==> src/rtl/dsp_simd_pkg.sv <==
// Shared definitions for the 4-lane 12-bit SIMD adder datapath (packer and unpacker).
package dsp_simd_pkg;

    localparam int LANE_W = 12;
    localparam int LANES  = 4;
    localparam int PACK_W = 2 * LANE_W * LANES;
    localparam int RES_W  = LANE_W * LANES;

    typedef enum logic [1:0] {
        IDLE,
        FILL,
        ISSUE
    } packer_state_t;

    // Operand a of lane k sits at the bottom of that lane's 24-bit slot.
    function automatic int a_lsb(input int k);
        return 2 * LANE_W * k;
    endfunction

    // Operand b of lane k sits directly above its operand a.
    function automatic int b_lsb(input int k);
        return 2 * LANE_W * k + LANE_W;
    endfunction

    // DSP results come back with lane 0 in the most significant slot.
    function automatic int res_lsb(input int k);
        return RES_W - LANE_W - LANE_W * k;
    endfunction

endpackage

==> src/rtl/dsp_add_4simd_packer_if.sv <==
// Request stream and bundle stream between HLS datapaths, the packer and the DSP stage.
interface dsp_add_4simd_packer_if #(
    parameter int TAG_W = 4
);
    import dsp_simd_pkg::*;

    logic                     in_valid;
    logic                     in_ready;
    logic [LANE_W-1:0]        in_a;
    logic [LANE_W-1:0]        in_b;
    logic [TAG_W-1:0]         in_tag;

    logic                     out_valid;
    logic                     out_ready;
    logic [PACK_W-1:0]        out_inputs;
    logic [LANES-1:0]         out_mask;
    logic [LANES*TAG_W-1:0]   out_tags;

    // Packer side: consumes requests, produces bundles.
    modport master (
        input  in_valid, in_a, in_b, in_tag, out_ready,
        output in_ready, out_valid, out_inputs, out_mask, out_tags
    );

    // Environment side: produces requests, consumes bundles.
    modport slave (
        output in_valid, in_a, in_b, in_tag, out_ready,
        input  in_ready, out_valid, out_inputs, out_mask, out_tags
    );

endinterface

==> src/rtl/dsp_add_4simd_packer.sv <==
// Gathers up to four scalar add requests into one SIMD operand word for the
// 4x12-bit adder DSP stage, issuing when full, on timeout or on flush.
module dsp_add_4simd_packer
    import dsp_simd_pkg::*;
#(
    parameter int TAG_W   = 4,
    parameter int TIMEOUT = 8
) (
    input  logic                   clk,
    input  logic                   rst_n,
    input  logic                   ce,
    input  logic                   flush,
    dsp_add_4simd_packer_if.master bus
);

    localparam int TMR_W = (TIMEOUT > 0) ? $clog2(TIMEOUT + 1) : 1;
    localparam int CNT_W = $clog2(LANES + 1);
    localparam int IDX_W = $clog2(LANES);

    packer_state_t          r_state;
    packer_state_t          w_nextState;
    logic [CNT_W-1:0]       r_cnt;
    logic [CNT_W-1:0]       w_nextCnt;
    logic [CNT_W-1:0]       w_cntPost;
    logic [TMR_W-1:0]       r_timer;
    logic [TMR_W-1:0]       w_nextTimer;

    logic                   w_inReady;
    logic                   w_accept;
    logic                   w_handshake;
    logic                   w_timeoutHit;
    logic                   w_clear;
    logic [IDX_W-1:0]       w_writeIdx;
    logic [LANES-1:0]       w_laneWe;

    logic [LANE_W-1:0]      r_laneA   [LANES];
    logic [LANE_W-1:0]      r_laneB   [LANES];
    logic [TAG_W-1:0]       r_laneTag [LANES];
    logic [LANES-1:0]       r_mask;

    logic [PACK_W-1:0]      w_inputs;
    logic [LANES*TAG_W-1:0] w_tags;

    // While a bundle waits for the DSP, a new request only fits if the bundle leaves this cycle.
    assign w_inReady   = ce & rst_n & ((r_state != ISSUE) | bus.out_ready);
    assign w_accept    = bus.in_valid & w_inReady;
    assign w_handshake = ce & (r_state == ISSUE) & bus.out_ready;

    // The timer counts from the first accept and is never restarted by later ones.
    generate
        if (TIMEOUT == 0) begin : g_noTimeout
            assign w_timeoutHit = 1'b0;
        end else begin : g_timeout
            assign w_timeoutHit = (r_timer == TMR_W'(TIMEOUT - 1));
        end
    endgenerate

    // Next-state, lane-select and bundle-clear decisions.
    always_comb begin
        w_nextState = r_state;
        w_nextCnt   = r_cnt;
        w_nextTimer = r_timer;
        w_cntPost   = r_cnt;
        w_writeIdx  = '0;
        w_clear     = 1'b0;
        w_laneWe    = '0;

        case (r_state)
            IDLE: begin
                if (w_accept) begin
                    w_nextCnt   = CNT_W'(1);
                    w_nextTimer = TMR_W'(1);
                    w_nextState = FILL;
                end
            end
            FILL: begin
                w_nextTimer = r_timer + TMR_W'(1);
                w_writeIdx  = r_cnt[IDX_W-1:0];
                if (w_accept) begin
                    w_cntPost = r_cnt + CNT_W'(1);
                end
                w_nextCnt = w_cntPost;
                if ((w_cntPost == CNT_W'(LANES)) || flush || w_timeoutHit) begin
                    w_nextState = ISSUE;
                end
            end
            ISSUE: begin
                if (w_handshake) begin
                    w_clear = 1'b1;
                    if (w_accept) begin
                        w_nextCnt   = CNT_W'(1);
                        w_nextTimer = TMR_W'(1);
                        w_nextState = FILL;
                    end else begin
                        w_nextCnt   = '0;
                        w_nextTimer = '0;
                        w_nextState = IDLE;
                    end
                end
            end
            default: begin
                w_nextState = IDLE;
                w_nextCnt   = '0;
                w_nextTimer = '0;
            end
        endcase

        w_laneWe[w_writeIdx] = w_accept;
    end

    // Control state advances only on enabled cycles.
    always_ff @(posedge clk or negedge rst_n) begin
        if (!rst_n) begin
            r_state <= IDLE;
            r_cnt   <= '0;
            r_timer <= '0;
        end else if (ce) begin
            r_state <= w_nextState;
            r_cnt   <= w_nextCnt;
            r_timer <= w_nextTimer;
        end
    end

    // Lane registers: a decoded write loads one lane, a handshake zeroes every lane not being refilled.
    always_ff @(posedge clk or negedge rst_n) begin
        if (!rst_n) begin
            for (int k = 0; k < LANES; k++) begin
                r_laneA[k]   <= '0;
                r_laneB[k]   <= '0;
                r_laneTag[k] <= '0;
            end
            r_mask <= '0;
        end else begin
            for (int k = 0; k < LANES; k++) begin
                if (w_laneWe[k]) begin
                    r_laneA[k]   <= bus.in_a;
                    r_laneB[k]   <= bus.in_b;
                    r_laneTag[k] <= bus.in_tag;
                    r_mask[k]    <= 1'b1;
                end else if (w_clear) begin
                    r_laneA[k]   <= '0;
                    r_laneB[k]   <= '0;
                    r_laneTag[k] <= '0;
                    r_mask[k]    <= 1'b0;
                end
            end
        end
    end

    // Lay the lanes out in the DSP four12 operand format.
    always_comb begin
        w_inputs = '0;
        w_tags   = '0;
        for (int k = 0; k < LANES; k++) begin
            w_inputs[a_lsb(k) +: LANE_W] = r_laneA[k];
            w_inputs[b_lsb(k) +: LANE_W] = r_laneB[k];
            w_tags[TAG_W*k +: TAG_W]     = r_laneTag[k];
        end
    end

    assign bus.in_ready   = w_inReady;
    assign bus.out_valid  = (r_state == ISSUE);
    assign bus.out_inputs = w_inputs;
    assign bus.out_mask   = r_mask;
    assign bus.out_tags   = w_tags;

endmodule

==> src/flat_wrapper.sv <==
// flat-port wrapper written by rule: the top's interface ports become plain ports
module dsp_add_4simd_packer_flat import dsp_simd_pkg::*;
#(
    parameter int TAG_W   = 4,
    parameter int TIMEOUT = 8
)
  (clk, rst_n, ce, flush, bus_in_valid, bus_in_a, bus_in_b, bus_in_tag, bus_out_ready, bus_in_ready, bus_out_valid, bus_out_inputs, bus_out_mask, bus_out_tags);
  dsp_add_4simd_packer_if #(.TAG_W(TAG_W)) bus_i ();
  input  logic clk;
  input  logic rst_n;
  input  logic ce;
  input  logic flush;
  input wire logic [$bits(bus_i.in_valid)-1:0] bus_in_valid;
  input wire logic [$bits(bus_i.in_a)-1:0] bus_in_a;
  input wire logic [$bits(bus_i.in_b)-1:0] bus_in_b;
  input wire logic [$bits(bus_i.in_tag)-1:0] bus_in_tag;
  input wire logic [$bits(bus_i.out_ready)-1:0] bus_out_ready;
  output wire logic [$bits(bus_i.in_ready)-1:0] bus_in_ready;
  output wire logic [$bits(bus_i.out_valid)-1:0] bus_out_valid;
  output wire logic [$bits(bus_i.out_inputs)-1:0] bus_out_inputs;
  output wire logic [$bits(bus_i.out_mask)-1:0] bus_out_mask;
  output wire logic [$bits(bus_i.out_tags)-1:0] bus_out_tags;
  assign bus_i.in_valid = bus_in_valid;
  assign bus_i.in_a = bus_in_a;
  assign bus_i.in_b = bus_in_b;
  assign bus_i.in_tag = bus_in_tag;
  assign bus_i.out_ready = bus_out_ready;
  assign bus_in_ready = bus_i.in_ready;
  assign bus_out_valid = bus_i.out_valid;
  assign bus_out_inputs = bus_i.out_inputs;
  assign bus_out_mask = bus_i.out_mask;
  assign bus_out_tags = bus_i.out_tags;
  dsp_add_4simd_packer #(.TAG_W(TAG_W), .TIMEOUT(TIMEOUT)) u_core (.clk(clk), .rst_n(rst_n), .ce(ce), .flush(flush), .bus(bus_i));
endmodule
==> config.mk <==
export PLATFORM = sky130hd
export DESIGN_NAME = dsp_add_4simd_packer_flat
export DESIGN_NICKNAME = d
export VERILOG_FILES = /design/src/rtl/dsp_simd_pkg.sv /design/src/rtl/dsp_add_4simd_packer_if.sv /design/src/rtl/dsp_add_4simd_packer.sv /design/src/flat_wrapper.sv
export SDC_FILE = /design/constraint.sdc
export NUM_CORES = 1
export LEC_CHECK = 0
export BUFFER_PORTS_ARGS = -buffer_cell sky130_fd_sc_hd__buf_2
export CORE_MARGIN = 4
export CORE_UTILIZATION = 52
export CTS_CLUSTER_DIAMETER = 30
export DETAILED_ROUTE_END_ITERATION = 8
export GPL_TIMING_DRIVEN = 0
export HOLD_SLACK_MARGIN = 0.02
export PLACE_DENSITY = 0.8
export SYNTH_ARGS = -nofsm -noshare
export SYNTH_HDL_FRONTEND = slang
export SYNTH_SLANG_ARGS = --single-unit
==> constraint.sdc <==
create_clock -name clk -period 2.35 [get_ports clk]
set_input_delay 0.1175 -clock clk [delete_from_list [all_inputs] [get_ports clk]]
set_output_delay 0.1175 -clock clk [all_outputs]
set_load 0.005 [all_outputs]
==> run_results.csv <==
group,metric,value,unit
worst_setup_path,cpMostUsedCell,"buf_2",
timing,finalCriticalPeriod,2.067,ns
outcome,status,"finished clean",
worst_hold_path,hold_path_startpoint,"flush",
final_layout,instances_no_fill,914,
clocking,post-cts-setup-buffers,0,
timing,fmax,483.9,MHz
placed_design,port_buffers,150,
synthesis,yosys_warnings,0,
floorplanning,design.core.area,9864,um^2
synthesis,synthArstFlopShare,100.0,%
worst_setup_path,crit_family,"buffers and inverters",
timing,grt_setup_unrepaired,"no",
clocking,h-tree-depth,4,
clocking,numCtsBuffers,17,
grt,grt_pass1_vias,5133,
worst_setup_path,worstSetupPathType,"input port to flip-flop",
worst_setup_path,reg2reg_from,"u_core.r_state[0]",
grt,overflow,0,
final_layout,diodes,0,
grt,grt_use_met1,34.71,%
worst_setup_path,max_stage_delay,0.54,ns
final_layout,final_cell_mix,"nand2_1 (231), buf_2 (162), dfrtp_1 (125)",
placed_design,hpwl,11020,um
timing,finalCritPeriodShare,87.95,%
final_layout,final_common_cell,"nand2_1",
timing,fin_setup_tns,0,ns
drt,wl_per_cell,17.91,um
final_layout,finalInstanceArea,7202,um^2
clocking,ctsRootBufferMaster,"clkbuf_8",
timing,hold_viol_final,0,
grt,antenna_found_initial,0,
run,max-cap-violations,0,
final_layout,syn_to_final_growth,35.02,%
worst_setup_path,worst_ep_required_time,2.78,ns
floorplanning,die_w,109.3,um
worst_setup_path,cp_num_cells,8,
synthesis,ys_seq_area_share,58.64,%
worst_setup_path,cp_slowest_cell,"dlygate4sd3_1",
synthesis,yosysUniqueCellTypes,42,
final_layout,drive_above_1_share,29.96,%
grt,use_met3,8.999,%
timing,skew,0.009834,ns
timing,setup_viol,0,
floorplanning,dieArea,11940,um^2
worst_hold_path,holdPathStages,4,
floorplanning,die_y,109.3,um
worst_setup_path,cp_max_fo,60,
timing,finalMaxSlewViolations,0,
pwr,max-vdd-ir-drop,0.0005670,V
timing,fin_ws,0.2833,ns
drt,ant_nets,0,
synthesis,synth_cells,568,
final_layout,finalNetCount,804,
drt,vias,5090,
drt,viasPerCell,5.569,
clocking,cts.sinks,125,
synthesis,ys_ff_latch,125,
synthesis,synth-main-ff-cell,"dfrtp_1",
grt,grt_busiest_layer,"met2",
pwr,total_power,7.986,mW
worst_setup_path,path_cells,"dlygate4sd3_1 -> clkbuf_8 -> nand3_2 -> a211oi_2 -> buf_2 -> buf_2 -> nand2_1 -> o21ai_0",
placed_design,place_area,6285,um^2
clocking,cts_tree,"done",
grt,grt_start_max_net_pins,70,
worst_setup_path,end_kind,"flip-flop",
grt,grt_use_met2,48.90,%
drt,drcViolationCount,0,
grt,groute.usage.overall,29.35,%
drt,routed_wl,16370,um
worst_hold_path,holdCritPathClass,"input port to flip-flop",
synthesis,synth_area,5334,um^2
worst_setup_path,cp-start-kind,"input port",
worst_setup_path,worst-path-buf-inv,4,
grt,grt_pass1_wl,26160,um
synthesis,synth_edf_count,0,
pwr,power_density,1109,nW/um^2
placed_design,post-place-ws,0.2467,ns
pwr,p_leak,3.623,nW
drt,drtPass1Iterations,5,
clocking,clock_latency,0.54,ns
floorplanning,rows,36,
timing,slew_headroom,61.78,%
worst_setup_path,rr_worst_depth,7,
worst_setup_path,r2r-end,"u_core.bus.out_inputs[11]",
timing,worst_pin_slew,0.5733,ns
worst_hold_path,worstHoldEndpoint,"u_core.r_state[1]",
synthesis,syn-num-nets,604,
final_layout,fin_util,73.01,%
floorplanning,initial_core_util,54.07,%
timing,whs,0.09505,ns
clocking,clk_pin_slew,0.06,ns
drt,drt-initial-drc-count,465,
synthesis,syn_avg_cell_area,9.391,um^2
worst_setup_path,r2r_setup_slack,0.38,ns
placed_design,numPlacedInstances,852,
floorplanning,io_pins,152,
placed_design,gp_congestion,0.8560,
clocking,clockBufferDepth,2,
worst_setup_path,cp_data_arrival_time,2.50,ns
-- worst register-to-register path, cell delays in order (launching register included) --
cell and delay (ns):
dfrtp_1 0.41, buf_6 0.16, nor3b_4 0.49, a211oi_2 0.12, buf_2 0.23, buf_2 0.23
nand2_1 0.09, o21ai_0 0.10
-- report_power, final --
part | total (mW) | internal (mW) | switching, mW
logic | 2.06 | 0.935 | 1.12
clock network | 2.72 | 1.77 | 0.952
registers | 3.20 | 2.79 | 0.413
-- per-layer routing --
| layer | vias to the layer above | wire length (um) |
|---|---|---|
| met1 | 2466 | 6329 |
| met4 | 0 | 515 |
| met3 | 53 | 1452 |
| met2 | 296 | 8069 |
| met5 | - | 0 |
| li1 | 2275 | - |
-- Yosys cell counts (2+ instances only) --
cell type    n  area share [%]
a211o_1      2            0.33
a21o_1       7            0.99
a22o_1       2            0.33
buf_12       2            0.75
buf_2       13             1.2
buf_4        7            0.99
buf_6        3            0.63
clkbuf_1    15             1.1
dfrtp_1    125              59
ha_1         2            0.47
inv_1        3            0.21
nand2_1    231              16
nand2b_1     3            0.35
nand3_1      3            0.28
nand3b_1     2            0.28
nor2_1       5            0.35
nor3_1       2            0.19
nor4_2       2            0.47
o21ai_0     83             7.8
o21ai_1     17             1.6
o21ai_2     18             3.0
-- cells by family (layout without fill, tap and decap cells) --
logic type,count (synthesis),count (layout),synth area share (%)
AO/OA/AOI/OAI,137,137,15.39
buffers and inverters,45,258,5.231
AND/OR/NAND/NOR,258,258,20.10
adder cells (fa/ha/maj),2,2,0.4691
flip-flops,125,125,58.64
XOR/XNOR,1,1,0.1642
-- sequential cells by signal (all words and copies together), names as in the netlist --
name                   cells
u_core.bus.out_tags       16
u_core.r_cnt               3
u_core.bus.out_mask        4
u_core.r_timer             4
u_core.bus.out_inputs     96
u_core.r_state             2
-- worst max path at each step --
stage | start | to | slack [ns]
6_report | rst_n | u_core.bus.out_inputs[11] | 0.28
5_1_grt | rst_n | u_core.bus.out_inputs[93] | 0.03
4_1_cts | rst_n | u_core.bus.out_inputs[11] | 0.22
3_5_place_dp | rst_n | u_core.bus.out_inputs[89] | 0.25
3_3_place_gp | rst_n | u_core.bus.out_tags[8] | -1.62
2_1_floorplan | u_core.r_state[0] | u_core.r_state[0] | 0.69
-- area by class of cell --
class                           instances  area (um^2)
Clock buffer                           21        449.2
Tap cell                              133        166.4
Clock inverter                         11        165.2
Timing Repair Buffer                  181         1087
Multi-Input combinational cell        398         1927
Buffer                                 42        267.8
Sequential cell                       125         3128
Fill cell                             694         2663
Inverter                                3        11.26
-- what timing repair did --
action	4_1_cts	5_1_grt
gates resized for setup	0	1
endpoints found under the hold margin	170	0
setup endpoints to repair	0	2
hold buffers	30	0
No activity file was read; power rests on OpenSTA's default activity.
